<file path="config.mk">
export PLATFORM = sky130hd
export DESIGN_NAME = dpll_nco_feedback
export DESIGN_NICKNAME = d
export VERILOG_FILES = /design/src/rtl/dpll_pkg.sv /design/src/rtl/fb_divider.sv /design/src/rtl/dpll_nco_feedback.sv
export SDC_FILE = /design/constraint.sdc
export NUM_CORES = 1
export LEC_CHECK = 0
export CAP_MARGIN = 25
export CORE_UTILIZATION = 30
export DETAILED_ROUTE_END_ITERATION = 12
export DONT_BUFFER_PORTS = 1
export GPL_TIMING_DRIVEN = 1
export PLACE_DENSITY_LB_ADDON = 0.2
export SYNTH_ARGS = -nofsm -noshare
export SYNTH_HDL_FRONTEND = slang
export SYNTH_SLANG_ARGS = --single-unit
export TNS_END_PERCENT = 20
</file>
<file path="constraint.sdc">
create_clock -name clk -period 8.1 [get_ports clk]
set_input_delay 1.215 -clock clk [delete_from_list [all_inputs] [get_ports clk]]
set_output_delay 1.215 -clock clk [all_outputs]
set_load 0.05 [all_outputs]
</file>
<file path="src/rtl/dpll_pkg.sv">
// Shared types, defaults and saturating arithmetic for the DPLL loop filter/NCO.
package dpll_pkg;

   typedef enum logic [1:0] {ERR_NONE, ERR_UP, ERR_DN} err_t;

   localparam logic [15:0] FTW_NOM_DEF = 16'h1000;
   localparam logic [15:0] KP_DEF      = 16'h0100;
   localparam logic [11:0] KI_DEF      = 12'h010;

   // Symmetric saturation to +/-lim; a saturated integrator holds instead of wrapping.
   function automatic int sat_add(input int a, input int b, input int lim);
      int s;
      s = a + b;
      if (s > lim)
         s = lim;
      else if (s < -lim)
         s = -lim;
      return s;
   endfunction

   function automatic int clamp(input int v, input int lo, input int hi);
      return (v < lo) ? lo : ((v > hi) ? hi : v);
   endfunction

endpackage

</file>
<file path="src/rtl/fb_divider.sv">
// Divides the NCO output by DIV_N on its rising edges, producing a 50% duty feedback clock.
module fb_divider #(
   parameter int DIV_N = 4
) (
   input  logic clk,
   input  logic rst_n,
   input  logic clk_out,
   output logic clk_fb
);

   localparam int CW = (DIV_N > 2) ? $clog2(DIV_N) : 1;
   localparam logic [CW-1:0] LAST = CW'(DIV_N - 1);
   localparam logic [CW-1:0] HALF = CW'(DIV_N / 2);

   logic          msb_q;
   logic          rise;
   logic [CW-1:0] cnt;
   logic [CW-1:0] cnt_nx;

   assign rise   = clk_out & ~msb_q;
   assign cnt_nx = (cnt == LAST) ? '0 : cnt + CW'(1);

   always_ff @(posedge clk) begin
      if (!rst_n) begin
         msb_q  <= 1'b0;
         cnt    <= '0;
         clk_fb <= 1'b0;
      end else begin
         msb_q <= clk_out;
         if (rise) begin
            cnt    <= cnt_nx;
            clk_fb <= (cnt_nx < HALF);
         end
      end
   end

endmodule

</file>
<file path="src/rtl/dpll_nco_feedback.sv">
// PI loop filter, phase-accumulator NCO and lock detector closing the ADPLL around the PFD.
module dpll_nco_feedback
   import dpll_pkg::*;
#(
   parameter int                ACC_W    = 16,
   parameter int                CTRL_W   = 12,
   parameter logic [ACC_W-1:0]  FTW_NOM  = FTW_NOM_DEF,
   parameter logic [ACC_W-1:0]  KP       = KP_DEF,
   parameter logic [CTRL_W-1:0] KI       = KI_DEF,
   parameter int                DIV_N    = 4,
   parameter int                LOCK_TOL = 2,
   parameter int                LOCK_CNT = 4
) (
   input  logic             clk,
   input  logic             rst_n,
   input  logic             en,
   input  logic             up,
   input  logic             down,
   output logic             clk_out,
   output logic             clk_fb,
   output logic [ACC_W-1:0] ftw,
   output logic             locked
);

   localparam int EW = $clog2(LOCK_TOL + 2);
   localparam int QW = $clog2(LOCK_CNT + 1);
   localparam logic [EW-1:0] ERR_TOL = EW'(LOCK_TOL);
   localparam logic [EW-1:0] ERR_SAT = EW'(LOCK_TOL + 1);
   localparam logic [QW-1:0] QMAX    = QW'(LOCK_CNT);

   err_t                     err;
   int                       err_i;
   int                       integ_nx;
   int                       ftw_nx;
   logic signed [CTRL_W-1:0] integ;
   logic [ACC_W-1:0]         phase;
   logic                     fb_q;
   logic                     fb_rise;
   logic [EW-1:0]            err_cnt;
   logic [QW-1:0]            quiet;
   logic [QW-1:0]            quiet_nx;

   always_comb begin
      err = ERR_NONE;
      if (en && up && !down)
         err = ERR_UP;
      else if (en && down && !up)
         err = ERR_DN;
   end

   // Filter math in 32-bit signed ints: wide enough that nothing wraps before the clamp.
   always_comb begin
      err_i    = (err == ERR_UP) ? 1 : ((err == ERR_DN) ? -1 : 0);
      integ_nx = sat_add(int'(integ), err_i * int'(KI), 2**(CTRL_W-1) - 1);
      ftw_nx   = clamp(int'(FTW_NOM) + integ_nx + err_i * int'(KP), 1, 2**(ACC_W-1));
   end

   assign clk_out = phase[ACC_W-1];
   assign fb_rise = clk_fb & ~fb_q;

   always_comb begin
      quiet_nx = quiet;
      if (fb_rise)
         quiet_nx = (err_cnt <= ERR_TOL) ? ((quiet == QMAX) ? quiet : quiet + QW'(1)) : '0;
   end

   always_ff @(posedge clk) begin
      if (!rst_n) begin
         integ   <= '0;
         ftw     <= FTW_NOM;
         phase   <= '0;
         fb_q    <= 1'b0;
         err_cnt <= '0;
         quiet   <= '0;
         locked  <= 1'b0;
      end else begin
         integ  <= CTRL_W'(integ_nx);
         ftw    <= ACC_W'(ftw_nx);
         phase  <= phase + ftw;
         fb_q   <= clk_fb;
         quiet  <= quiet_nx;
         locked <= (quiet_nx == QMAX);
         if (fb_rise)
            err_cnt <= '0;
         else if (err != ERR_NONE && err_cnt != ERR_SAT)
            err_cnt <= err_cnt + EW'(1);
      end
   end

   fb_divider #(.DIV_N(DIV_N)) u_fb_divider (
      .clk     (clk),
      .rst_n   (rst_n),
      .clk_out (clk_out),
      .clk_fb  (clk_fb)
   );

endmodule

</file>
=== Word-level counts from Yosys, hierarchy flattened ===
Index checks and enable logic that the tools add are counted.

* Bits of input ports: 5
* Output and inout port bits: 19
* Register bits: 55
* Logic and storage cells: 59

* Bitwise logic cells: 5
* Equal/unequal tests: 6
* Muxes and demuxes: 12
* $add $sub $neg: 7
* Reductions and logical operators: 11
* Magnitude comparators: 6

{| class="wikitable"
|+ Operators with widths
! cell !! number
|-
| $mux 32 || 2
|-
| $mux 28 || 2
|-
| $add 12x32->32 || 1
|-
| $add 14x32->32 const A || 1
|-
| $add 32x32->32 || 1
|-
| $gt 32x12->1 const B || 1
|-
| $gt 32x17->1 const B || 1
|-
| $lt 32x12->1 const B || 1
|-
| $lt 32x2->1 const B || 1
|-
| $add 16x16->16 || 1
|-
| $mux 16 || 1
|-
| $mux 13 || 1
|-
| $mux 3 || 3
|-
| $eq 3x3->1 const B || 2
|-
| $mux 2 || 3
|-
| $logic_and 1x1->1 || 5
|-
| $add 2x1->2 const B || 2
|-
| $eq 2x2->1 const B || 2
|-
| $reduce_or 2->1 || 2
|-
| $add 3x1->3 const B || 1
|-
| $not 1->1 || 3
|-
| $reduce_or 3->1 || 1
|-
| $and 1x1->1 || 2
|-
| $eq 2x1->1 const B || 1
|-
| 5 further kinds || 6
|}

=== Logic depth before layout (Yosys ltp) ===
* Depth in word-level cells: 16
* Mapped depth: 34
* Gate-level depth less buffers: 30

=== Cells and area by module ===
A second synthesis with hierarchy kept.

* Cells, all modules: 630
* Area, all modules: 4,928.5 um^2

{| class="wikitable"
|+ Modules (own cells, without submodules)
! module !! area each (um^2) !! cells each !! sequential area each (um^2) !! times used
|-
| dpll_nco_feedback || 4,758.3 || 615 || 1,021.0 || 1
|-
| fb_divider || 170.2 || 15 || 80.1 || 1
|}

=== Worst setup path before layout ===
No wires, ideal clock.

* Kind: input to register
* Start: input port up
* End: register ftw[0]
* Data arrival time: 8.085 ns
* Buffers on the path: 5
* Path slack: -0.055 ns
* Stages on the path: 30
* Cells stage by stage: nand3b_4 -> buf_2 -> buf_1 -> clkbuf_1 -> xnor2_1 -> ha_1 -> a21oi_1 -> nor2_1 -> o41ai_1 -> nand2_1 -> ha_1 -> or3_1 -> nor3_1 -> maj3_1 -> nand4_1 -> ha_1 -> clkbuf_1 -> clkbuf_1 -> o21ai_0 -> ha_1 -> ha_1 -> a211oi_2 -> o21ai_0 -> a21oi_1 -> a21boi_2 -> a2111oi_1 -> o211ai_1 -> nor4_4 -> or4b_1 -> a21boi_1

{| class="wikitable"
|+ RTL lines
! item !! line !! text
|-
| from (decl) || dpll_nco_feedback.sv:17 || <nowiki>input logic up,</nowiki>
|-
| to (signal assigned) || dpll_nco_feedback.sv:78 || <nowiki>ftw <= ACC_W'(ftw_nx);</nowiki>
|-
| to (decl) || dpll_nco_feedback.sv:21 || <nowiki>output logic [ACC_W-1:0] ftw,</nowiki>
|}

==> reports/qor.yml <==
run:
  cap_violations: 0
pwr:
  totalPowerFinal_mw: 1.14
  p_leak_nw: 2.33
  power_density_nw_per_um2: 214
  ir_worst_vdd_mv: 0.100
layout:
  final_common_cell: "dfxtp_1"
  nFillCells: 1723
  synthToLayoutAreaGrowth_pct: 8.70
  final_cells: 828
  nets: 672
  num_antenna_cells: 0
  final_cell_mix: "dfxtp_1, ha_1, nor2_1"
  drive_above_1_share: 0.0768
clocking:
  clockBufferDepth: 2
  post-cts-setup-buffers: 0
  cts_buffers: 5
  htreeDepth: 2
  cts_tree: "done"
  clk_latency_ps: 290
  clk_pin_slew_worst_paths_ps: 70
  cts.sinks: 55
  cts_root_buf: "clkbuf_16"
  postCtsHoldBufs: 0
  post_cts_resized: 0
logic_synthesis:
  avgSynthCellArea_um2: 7.93
  synthArstFlopShare: 0
  synthesis.instances: 617
  mappedNetlistArea_um2: 4890
  ys.flop_type: "dfxtp_1"
  yosysSeqAreaShare: 0.225
  ys_types: 73
  synth_warnings: 0
  synthesis.nets: 678
  synth-seq-cells: 55
  synth_edf_count: 0
sta:
  slew_headroom: 0.469
  skew_ps: 6.00
  fin_ws_ps: 558
  final-max-slew-violation-count: 0
  fin_crit_ps: 7540
  tightest_slew_ps: 777
  setup_viol: 0
  timing.final.crit_share: 0.931
  hold_violations: 0
  fmax_mhz: 133
detailed_routing:
  drc: 0
  routedWlPerCell_um: 14.7
  via_per_inst: 5.18
  routed_wl_um: 12200
  postRouteAntennaNets: 0
  met3_length_um: 259
  drt_iter0_drc: 216
  dr_total_vias: 4286
  dr.pass1.iters: 5
  wl_met1_um: 5930
  highest_layer: "met4"
  route.met2.wl_um: 5750
die:
  dieArea_um2: 16800
  die_h_um: 130
  core_um2: 15900
  ios: 24
  row_count: 46
  die_x_um: 130
  start_util: 0.308
placed_design:
  dp_hpwl_um: 9560
  place.port_buffers: 0
  dpl.cell_count: 820
  dpl_worst_slack_ps: 191
  place_congestion: 0.846
setup_path:
  cp-end-kind: "flip-flop"
  path_delay_family: "compound AO/OA/AOI/OAI gates"
  cp-start-kind: "input port"
  cpMostUsedCell: "ha_1"
  worstSetupPathType: "in -> reg"
  worst-r2r-setup-slack_ps: 1440
  critical-path-slowest-cell: "or4b_1"
  cp_data_arrival_time_ps: 7770
  crit_path_max_incr_delay_ps: 470
  critPathBufInv: 0
  crit_fanout: 10
  crit_required_ps: 8320
grt:
  grt_pass1_wl_um: 20000
  grt_start_max_net_pins: 47
  grt_overflow: 0
  grt_usage: 0.147
  antenna_found_initial: 0
  grt_pass1_vias: 4052
min_path:
  hp-class: "reg -> reg"
status:
  status: "finished clean"
## registers in the layout, indices dropped and copies added (netlist names)
signal / flops
fb_q: 1
err_cnt: 2
quiet: 3
phase: 16
locked: 1
u_fb_divider.cnt: 2
u_fb_divider.clk_fb: 1
ftw: 16
integ: 12
u_fb_divider.msb_q: 1
## path summary, 6_finish.rpt
path,start,to,depth (start not counted)
hold reg to reg,err_cnt[1],err_cnt[1],2
setup / recovery,down,ftw[0],27
hold / removal,err_cnt[1],err_cnt[1],2
setup reg to reg,integ[5],ftw[0],23
## synth_stat cells, drive strengths merged, types with 2 or more instances
cell     instances  area share
o31ai            2      0.0031
clkbuf          19       0.015
nor2            52       0.040
nor3            17       0.017
o21bai           3      0.0046
a2111oi          2      0.0038
o21a             8       0.014
ha              54        0.14
nand2           40       0.031
a21oi           50       0.051
a21boi          10       0.016
mux2i            6       0.012
xnor2           35       0.064
o211ai           7       0.012
nor2b           19       0.024
o41ai            2      0.0051
nor3b            5      0.0087
nand2b          13       0.017
and3b            3      0.0054
nand4            8       0.010
fa               2      0.0082
or4              4      0.0069
nor4b            2      0.0036
a31oi           11       0.014
nand3           11       0.011
buf              9       0.010
o2111ai          4      0.0072
dfxtp           55        0.23
xor2             9       0.016
o21ai           33       0.034
or2              7      0.0090
a21o            19       0.029
and2            24       0.031
or3              8       0.010
and3             7      0.0090
nor4             6       0.011
inv             27       0.021
o22ai            3      0.0038
## area by class of cell
type / instances / area (µm²) / share of cell area
Inverter: 27 / 101 / 0.0191
Clock buffer: 5 / 125 / 0.0235
Clock inverter: 3 / 23.8 / 0.00447
Sequential cell: 55 / 1100 / 0.207
Timing Repair Buffer: 15 / 113 / 0.0212
Tap cell: 216 / 270 / 0.0508
Multi-Input combinational cell: 507 / 3580 / 0.674
## routing by layer
metal | vias to the layer above | track usage
met5 | - | 0
met4 | 0 | 0.0349
met3 | 14 | 0.0160
met2 | 57 | 0.258
met1 | 2014 | 0.192
li1 | 2201 | -
## worst reg2reg max path: cells and delay by family (launching register included)
family / cells / cell delay [ps]
simple gates: 9 / 2500
compound gates: 9 / 2160
fa+ha+maj: 5 / 1560
flops: 1 / 400
## power by group
group,switching (mW),internal [mW]
clock,0.0990,0.116
sequential,0.0723,0.307
combinational,0.312,0.231
total,0.483,0.654
## cell families after synthesis
| kind of cell | Yosys count | synth area share |
|---|---|---|
| mux | 7 | 0.0169 |
| xor+xnor | 44 | 0.0803 |
| compound gates | 169 | 0.227 |
| fa+ha+maj | 57 | 0.148 |
| simple gates | 230 | 0.257 |
| buf+inv | 55 | 0.0453 |
| flops | 55 | 0.225 |
## metrics by stage
stage	utilization	hold WS [ps]	cell area, µm²	setup TNS, ps
floorplan	-	465	4890	0
global placement	0.325	480	5150	0
detailed placement	0.325	496	5150	0
CTS	0.334	514	5300	0
global route	0.335	533	5320	-12.3
finish	0.335	515	5320	0
Power figures use the tool's default switching activity.
